**config.mk**
```make
export PLATFORM = sky130hd
export DESIGN_NAME = alu
export DESIGN_NICKNAME = d
export VERILOG_FILES = /design/src/rtl/alu.sv
export SDC_FILE = /design/constraint.sdc
export NUM_CORES = 1
export LEC_CHECK = 0
export ABC_CLOCK_PERIOD_IN_PS = 800
export BUFFER_PORTS_ARGS = -buffer_cell sky130_fd_sc_hd__buf_2
export CAP_MARGIN = 20
export CORE_UTILIZATION = 40
export CTS_CLUSTER_SIZE = 25
export DETAILED_ROUTE_END_ITERATION = 8
export GPL_TIMING_DRIVEN = 1
export PLACE_DENSITY = 0.63
export SYNTH_ARGS = -nofsm -noshare
export SYNTH_HDL_FRONTEND = slang
export SYNTH_SLANG_ARGS = --single-unit
```
**constraint.sdc**
```tcl
create_clock -name clk -period 0.8 [get_ports clk]
set_clock_uncertainty 0.1 [all_clocks]
set_input_delay 0.16 -clock clk [delete_from_list [all_inputs] [get_ports clk]]
set_output_delay 0.16 -clock clk [all_outputs]
set_load 0.03 [all_outputs]
```
**src/rtl/alu.sv**
```systemverilog
// alu: registered arithmetic/logic unit with one cycle of latency.
//
// Two unsigned WIDTH-bit operands are combined according to a 3-bit select.
// The WIDTH+1-bit result is captured on the rising clock edge. Its MSB carries
// the carry (ADD), the borrow (SUB) or the shifted-out bit (SHL/SHR). For the
// logic ops the MSB is always 0.
//
// Optional feature: defining ALU_ZERO_FLAG_EN adds a registered zero flag.
// The flag is 1 when the captured out[WIDTH-1:0] is zero; out[WIDTH] is ignored.
// The flag resets to 1.
//
// Parameters:
//   WIDTH  operand width in bits (2..64), default 8
// Ports:
//   clk   in   rising-edge clock
//   rst   in   asynchronous active-high reset, clears the registered outputs
//   a     in   [WIDTH-1:0] operand A, unsigned
//   b     in   [WIDTH-1:0] operand B, unsigned
//   sel   in   [2:0] op select:
//              000 ADD, 001 SUB, 010 AND, 011 OR, 100 XOR, 101 NOT, 110 SHL, 111 SHR
//   out   out  [WIDTH:0] registered result; out[WIDTH] = carry/borrow/shift-out
//   zero  out  registered zero flag (present only with ALU_ZERO_FLAG_EN)
module alu #(
  parameter int unsigned WIDTH = 8
) (
  input  logic             clk,
  input  logic             rst,
  input  logic [WIDTH-1:0] a,
  input  logic [WIDTH-1:0] b,
  input  logic [2:0]       sel,
`ifdef ALU_ZERO_FLAG_EN
  output logic [WIDTH:0]   out,
  output logic             zero
`else
  output logic [WIDTH:0]   out
`endif
);

  typedef enum logic [2:0] {
    OpAdd = 3'b000,
    OpSub = 3'b001,
    OpAnd = 3'b010,
    OpOr  = 3'b011,
    OpXor = 3'b100,
    OpNot = 3'b101,
    OpShl = 3'b110,
    OpShr = 3'b111
  } op_e;

  logic [WIDTH:0] w_result;
  logic [WIDTH:0] r_out;

  always_comb begin
    w_result = '0;
    unique case (op_e'(sel))
      OpAdd:   w_result = {1'b0, a} + {1'b0, b};
      // The WIDTH+1-bit wrap leaves the MSB set exactly when a < b.
      OpSub:   w_result = {1'b0, a} - {1'b0, b};
      OpAnd:   w_result = {1'b0, a & b};
      OpOr:    w_result = {1'b0, a | b};
      OpXor:   w_result = {1'b0, a ^ b};
      OpNot:   w_result = {1'b0, ~a};
      OpShl:   w_result = {a, 1'b0};
      // The shifted-out LSB goes into the MSB position.
      OpShr:   w_result = {a[0], 1'b0, a[WIDTH-1:1]};
      default: w_result = '0;
    endcase
  end

  always_ff @(posedge clk or posedge rst) begin
    if (rst) begin
      r_out <= '0;
    end else begin
      r_out <= w_result;
    end
  end

  assign out = r_out;

`ifdef ALU_ZERO_FLAG_EN
  logic r_zero;

  always_ff @(posedge clk or posedge rst) begin
    if (rst) begin
      r_zero <= 1'b1;
    end else begin
      r_zero <= (w_result[WIDTH-1:0] == '0);
    end
  end

  assign zero = r_zero;
`endif

endmodule

```
# Word level (Yosys, flattened, before mapping)
# Index checks and enable logic that the tools add are counted.
[classes]
n_reduce_logical = 1
eq_ne = 7
muxes = 1
addsub = 2
bitwise = 4
[op_table]
columns = ["cell", "count"]
rows = [
  ["$pmux W9 S8", 1],
  ["$eq A3 B3 Y1 const B", 4],
  ["$add A8 B8 Y9", 1],
  ["$sub A8 B8 Y9", 1],
  ["$and A8 B8 Y8", 1],
  ["$not A8 Y8", 1],
  ["$or A8 B8 Y8", 1],
  ["$xor A8 B8 Y8", 1],
  ["$eq A3 B2 Y1 const B", 2],
  ["$eq A3 B1 Y1 const B", 1],
  ["$logic_not A3 Y1", 1],
]
[totals]
register_bits = 9
output_inout_bits = 9
input_bits = 21

# Logic depth before layout (Yosys ltp)
# Gate-level depths: netlist of the first run.
[depth]
depth_word = 2
depth_mapped = 13
depth_no_buf = 11

# Worst setup path after synthesis of the first run
# Ideal clock, no wire load.
[synth_timing]
path_kind = "input-to-reg"
start = "in sel[1]"
end = "reg r_out[6] (netlist: out[6])"
setup_ps = 120
t_arrival_ps = 2398
path_slack_ps = -1817
stages = 11
n_path_buf = 2
path_cell_list = "buf_2 -> buf_2 -> nor2_1 -> nand2_1 -> o21ai_0 -> fa_1 -> nor2b_4 -> o31a_1 -> o21a_1 -> or3_1 -> a31o_1"
[synth_via]
elab_chain_cells = 2
word_cells_on_any_way = 9
classes_between = "eq/ne: 7; mux: 1; reduce/logical: 1"
[synth_lines]
columns = ["item", "line", "rtl"]
rows = [
  ["start: declaration", "30", "input logic [2:0] sel,"],
  ["$eq A3 B3 Y1, or another cell as far along", "55", "unique case (op_e'(sel))"],
  ["$pmux W9 S8 *", "55", ""],
  ["via w_result[6]", "50", "logic [WIDTH:0] w_result;"],
  ["end signal: assignment", "74", "r_out <= w_result;"],
  ["end: declaration", "51", "logic [WIDTH:0] r_out;"],
]
# The timed path passes the listed nets; every way through them passes the cells marked *.

# Worst setup path in the final report of the first run
[layout_timing]
start = "in b[1]"
end = "reg r_out[6] (netlist: out[6])"
[layout_via]
elab_chain_cells = 2
word_cells_on_any_way = 3
classes_between = "add/sub: 2; mux: 1"
[layout_lines]
columns = ["item", "line", "rtl"]
rows = [
  ["start: declaration", "29", "input logic [WIDTH-1:0] b,"],
  ["$sub A8 B8 Y9 or $add A8 B8 Y9 (tied branches)", "58, 56", ""],
  ["$pmux W9 S8 *", "55", ""],
  ["via w_result[6]", "50", ""],
]
# Marked as above.

==> results of run 1 <==
## per-layer routing
layer | routed length [µm] | global-route usage
met1 | 2000 | 0.311
met5 | 0 | 0
met3 | 134 | 0.0127
met2 | 2100 | 0.390
met4 | 45 | 0.0511
## worst max-delay path: stages
cell and delay (ns):
buf_6 0.10, buf_4 0.14, o31ai_4 0.24, xnor2_1 0.17, ha_1 0.29, o21a_1 0.19, o31a_1 0.13, o21a_1 0.20
or3_1 0.30, a31o_1 0.19
## power by group
part | switching [µW] | internal, µW | leakage (µW)
logic | 859 | 902 | 0.00107
registers | 28.4 | 524 | 0.000108
clock network | 161 | 345 | 0.0000228
## worst max path at each step
| stage | slack, ns | cells after the start | endpoint | startpoint |
|---|---|---|---|---|
| global route | -1.37 | 11 | out[8] | sel[2] |
| detailed placement | -1.62 | 11 | out[8] | b[0] |
| CTS | -1.34 | 10 | out[6] | sel[1] |
| finish | -1.29 | 10 | out[6] | b[1] |
| floorplan | -1.51 | 12 | out[6] | sel[1] |
| global placement | -1.60 | 11 | out[8] | b[0] |
## placed cells by master, fill, tap and decap left out, types with 3 or more instances in the layout
cell	count
mux4_2	3
buf_2	15
inv_1	21
nor2_1	14
o21ai_1	4
o21a_1	3
nor4_1	3
mux2i_1	7
ha_1	22
clkbuf_8	3
a21oi_1	10
o21ai_0	14
buf_4	52
nand3_1	6
dfrtp_1	9
buf_6	15
nand2_1	13
xnor2_1	6
nand2b_1	3
## logic make-up after synthesis
logic type | Yosys count | synth area share
XOR/XNOR | 8 | 0.0467
AND/OR/NAND/NOR | 54 | 0.176
buffers and inverters | 33 | 0.0892
adder cells (fa/ha/maj) | 26 | 0.222
AO/OA/AOI/OAI | 53 | 0.224
multiplexers | 10 | 0.0917
flip-flops | 9 | 0.150
## layout make-up
cell class | instances | area (µm²)
Fill cell | 282 | 1070
Inverter | 24 | 92.6
Timing Repair Buffer | 84 | 664
Sequential cell | 9 | 225
Multi-Input combinational cell | 151 | 1310
Tap cell | 46 | 57.6
Clock buffer | 4 | 45.0
## per-stage QoR
stage	setup TNS, ns	hold WS [ns]	total power (µW)
6_report	-10.97	-0.225	2820
5_1_grt	-11.84	-0.192	3010
3_5_place_dp	-11.34	0.0278	1960
4_1_cts	-10.65	-0.212	2700
3_3_place_gp	-11.12	0.0183	1950
2_1_floorplan	-10.36	-0.112	1430
## repair_timing
| item | in CTS | in global routing |
|---|---|---|
| gates resized for setup | 47 | 12 |
| pin swaps | 20 | 19 |
| endpoints found under the setup margin | 18 | 18 |
| buffers inserted | 5 | 4 |
| hold endpoints to repair | 9 | 9 |
==> impl_metrics.env, run 1 <==
export IMPL_yosysSeqAreaShare=0.150
export IMPL_grt_overflow_total=0
export IMPL_synth_area_per_cell_um2=7.77
export IMPL_syn_area_um2=1500
export IMPL_grt_start_max_net_pins=33
export IMPL_grt_total_usage=0.227
export IMPL_cts_tree="done"
export IMPL_synth_edf_count=0
export IMPL_clock_sinks=9
export IMPL_ant_nets=0
export IMPL_grt_pass1_wl_um=7180
export IMPL_synth_top_area_cell="ha_1"
export IMPL_layout_nets=320
export IMPL_io_buffers=29
export IMPL_die_y_um=63.2
export IMPL_start_util=0.433
export IMPL_drive_above_1_share=0.430
export IMPL_outcome="complete, but fails checks"
export IMPL_drc=0
export IMPL_max_clock_freq_ghz=0.478
export IMPL_grt_pass1_vias=1558
export IMPL_cp_required_ns=0.81
export IMPL_crit_type="primary input to register"
export IMPL_setup_viol=18
export IMPL_power_density_nw_per_um2=1180
export IMPL_fin_area_um2=2390
export IMPL_wl_per_cell_um=13.5
export IMPL_hold_slack_ns=-0.225
export IMPL_crit_arrival_ns=2.10
export IMPL_ys_warn_count=0
export IMPL_die_area_um2=4000
export IMPL_crit_fanout=3
export IMPL_place_area_um2=2050
export IMPL_synthTopCellsByArea="ha_1 (21%), dfrtp_1 (15%), o21ai_0 (6.0%), inv_1 (6.0%), mux2i_1 (4.7%)"
export IMPL_core_um2=3470
export IMPL_clockRootBuffer="clkbuf_8"
export IMPL_hpwl_um=3300
export IMPL_initialDrtViolationCount=82
export IMPL_vdd_drop_max_uv=448
export IMPL_end_kind="register"
export IMPL_finalHoldViolCount=9
export IMPL_yosysMostFrequentCell="ha_1"
export IMPL_netlist_instances=193
export IMPL_ys_async_sr_fraction=1.00
export IMPL_clkTransAtPathRegs_ns=0.04
export IMPL_maxSlewHeadroom=0.586
export IMPL_syn_to_final_growth_pct=59.6
export IMPL_cts_buffer_depth=2
export IMPL_io_pins=30
export IMPL_violations="negative hold slack, negative setup slack"
export IMPL_yosysUniqueCellTypes=42
export IMPL_ys_top_cells_by_count="ha_1 (25), inv_1 (24), o21ai_0 (18), nor2_1 (17), nand2_1 (15)"
export IMPL_drv_slew=0
export IMPL_synthFlopType="dfrtp_1"
export IMPL_place_ws_ns=-1.62
export IMPL_cts_max_level=1
export IMPL_synth_seq_cells=9
export IMPL_fin_crit_sh=2.62
export IMPL_dr_pass1_iters=4
export IMPL_setup_ws_ns=-1.29
export IMPL_critPathLaunchType="primary input"
export IMPL_min_period_ns=2.09
export IMPL_synth_nets=240
export IMPL_grt_setup_unrepaired="yes"
export IMPL_vias=1657
export IMPL_detail_route_vias_per_cell=5.21
export IMPL_p_leak_uw=0.00120
export IMPL_antenna_cells=0
export IMPL_row_count=21
export IMPL_min_path_type="primary input to async pin"
export IMPL_largest_reg_flops=9
export IMPL_max_cap_violations=0
export IMPL_gp_congestion=0.860
export IMPL_wl_um=4290
export IMPL_stdcell_count=318
export IMPL_fin_util=0.690
export IMPL_synth_top_cell_area_share=0.209
export IMPL_cts_buffers=3
export IMPL_worst_pin_slew_ns=0.605
export IMPL_die_width_um=63.2
export IMPL_dp_cells=306
export IMPL_antenna_found_initial=0
Note: power is estimated with default switching activity, not from simulation.
==> run 2: changes to the inputs <==
--- a/config.mk
+++ b/config.mk
@@ -8,11 +8,12 @@
 export ABC_CLOCK_PERIOD_IN_PS = 800
 export BUFFER_PORTS_ARGS = -buffer_cell sky130_fd_sc_hd__buf_2
 export CAP_MARGIN = 20
-export CORE_UTILIZATION = 40
+export CORE_ASPECT_RATIO = 1.75
+export CORE_UTILIZATION = 45
 export CTS_CLUSTER_SIZE = 25
 export DETAILED_ROUTE_END_ITERATION = 8
 export GPL_TIMING_DRIVEN = 1
-export PLACE_DENSITY = 0.63
+export PLACE_DENSITY = 0.69
 export SYNTH_ARGS = -nofsm -noshare
 export SYNTH_HDL_FRONTEND = slang
 export SYNTH_SLANG_ARGS = --single-unit
==> constraint.sdc (replaced) <==
create_clock -name clk -period 0.8 [get_ports clk]
set_clock_uncertainty 0.1 [all_clocks]
set_input_delay 0.08 -clock clk [delete_from_list [all_inputs] [get_ports clk]]
set_output_delay 0.08 -clock clk [all_outputs]
set_load 0.03 [all_outputs]
==> run 2 against run 1 <==
  * The flow finishes with violations (negative setup slack)
  * Non-clock buffer count up 6
  * First-iteration DRC count is 48% lower
  * Global-route usage rose by 6.4 points
  * Combinational power is 3% higher
  * Worst setup slack better by 0.089 ns
  * Sequential share of layout area fell by 0.30 points
  * Critical path depth stayed put
  * Cell count increased by 0.94%
  * Critical path type unchanged
  * Critical endpoint unchanged
==> impl_metrics.env, run 2 (synthesis gave the netlist of run 1 again) <==
export IMPL_outcome="complete, but fails checks"
export IMPL_violations="negative setup slack"
export IMPL_die_area_um2=3580
export IMPL_max_clock_freq_ghz=0.499
export IMPL_min_period_ns=2.00
export IMPL_critPathLaunchType="primary input"
export IMPL_p_leak_uw=0.00123
export IMPL_finalHoldViolCount=0
export IMPL_hpwl_um=3500
export IMPL_hold_slack_ns=0.121
export IMPL_start_util=0.472
export IMPL_crit_type="primary input to register"
export IMPL_clock_sinks=9
export IMPL_seqPwrFrac=0.191
export IMPL_worst_pin_slew_ns=0.592
export IMPL_detail_route_vias_per_cell=5.63
export IMPL_row_count=27
export IMPL_vias=1806
export IMPL_grt_total_usage=0.291
export IMPL_min_path_type="primary input to register"
export IMPL_dr_pass1_iters=6
export IMPL_grt_pass1_vias=1744
export IMPL_p_int_uw=1780
export IMPL_antenna_cells=0
export IMPL_clockRootBuffer="clkbuf_8"
export IMPL_largest_reg_flops=9
export IMPL_die_y_um=78.4
export IMPL_end_kind="register"
export IMPL_fin_crit_sh=2.51
export IMPL_cts_buffers=3
export IMPL_drive_above_1_share=0.453
export IMPL_power_density_nw_per_um2=1170
export IMPL_power_share_clock=0.181
export IMPL_crit_arrival_ns=2.03
export IMPL_syn_to_final_growth_pct=64.9
export IMPL_wl_um=5020
export IMPL_maxSlewHeadroom=0.595
export IMPL_fin_util=0.779
export IMPL_place_area_um2=2110
export IMPL_power_frac_comb=0.628
export IMPL_cp_required_ns=0.82
export IMPL_ant_nets=0
export IMPL_layout_commonest_cell="buf_4"
export IMPL_max_cap_violations=0
export IMPL_setup_ws_ns=-1.20
export IMPL_cts_max_level=1
export IMPL_holdPathStages=3
export IMPL_crit_fanout=4
export IMPL_vdd_drop_max_uv=805
export IMPL_layout_nets=326
export IMPL_cts_buffer_depth=2
export IMPL_drc=0
export IMPL_initialDrtViolationCount=43
export IMPL_wl_per_cell_um=15.6
export IMPL_grt_overflow_total=0
export IMPL_cts_tree="done"
export IMPL_io_buffers=29
export IMPL_switchingPower_uw=1110
export IMPL_grt_start_max_net_pins=19
export IMPL_die_width_um=45.6
export IMPL_grt_pass1_wl_um=7710
export IMPL_clkTransAtPathRegs_ns=0.05
export IMPL_drv_slew=0
export IMPL_core_um2=3180
export IMPL_antenna_found_initial=0
export IMPL_gp_congestion=0.914
export IMPL_place_ws_ns=-1.53
export IMPL_grt_setup_unrepaired="yes"
export IMPL_switching_share=0.384
export IMPL_fin_area_um2=2470
export IMPL_final_cell_mix="buf_4 (54), inv_1 (21), ha_1 (21)"
export IMPL_io_pins=30
export IMPL_setup_viol=18
export IMPL_finalPower_uw=2900
[run 2: path summary, 6_finish.rpt]
path                        start     end  slack, ns
min in group asynchronous     rst  out[4]       0.25
max in group asynchronous     rst  out[2]       0.11
setup / recovery           sel[2]  out[6]      -1.20
hold / removal             sel[2]  out[0]       0.12
[run 2: area by class of cell]
type	count	area, µm²
well taps	43	53.8
clock inverters	1	5.00
flip-flops and latches	9	225
inverters	24	97.6
multi-input cells	151	1330
clock buffers	3	41.3
repair buffers	90	723
fillers	231	702
[run 2: what timing repair did]
item,4_1_cts,5_1_grt
endpoints found under the hold margin,9,0
pin swaps,12,4
hold buffers,1,0
endpoints found under the setup margin,18,18
gates resized for setup,50,18
buffers inserted,3,1
[run 2: critical path, cell delays in order]
cell	delay (ns)
buf_8	0.11
nor3b_4	0.21
nor2_2	0.07
xnor2_1	0.13
ha_1	0.32
nor2b_4	0.14
o31a_1	0.28
o21a_1	0.21
or3_1	0.30
a31o_1	0.18
[run 2: stage by stage]
stage	cells	setup TNS, ns
after global placement	312	-10.29
after detailed placement	312	-10.43
after floorplan	193	-9.64
after CTS	320	-8.65
final	321	-8.94
after global routing	321	-9.89
[run 2: power by group through the flow]
stage	Clock, µW	Combinational (µW)	Sequential, µW
after floorplan	0	746	686
after global placement	0	1440	540
after detailed placement	0	1460	541
after CTS	532	1680	552
after global routing	557	1970	562
final	524	1820	553
[run 2: per-layer routing]
layer,vias up,wire (µm),global-route usage
li1,857,-,-
met1,866,1940,0.333
met2,73,2790,0.519
met3,10,198,0.0207
met4,0,93,0.124
met5,-,0,0
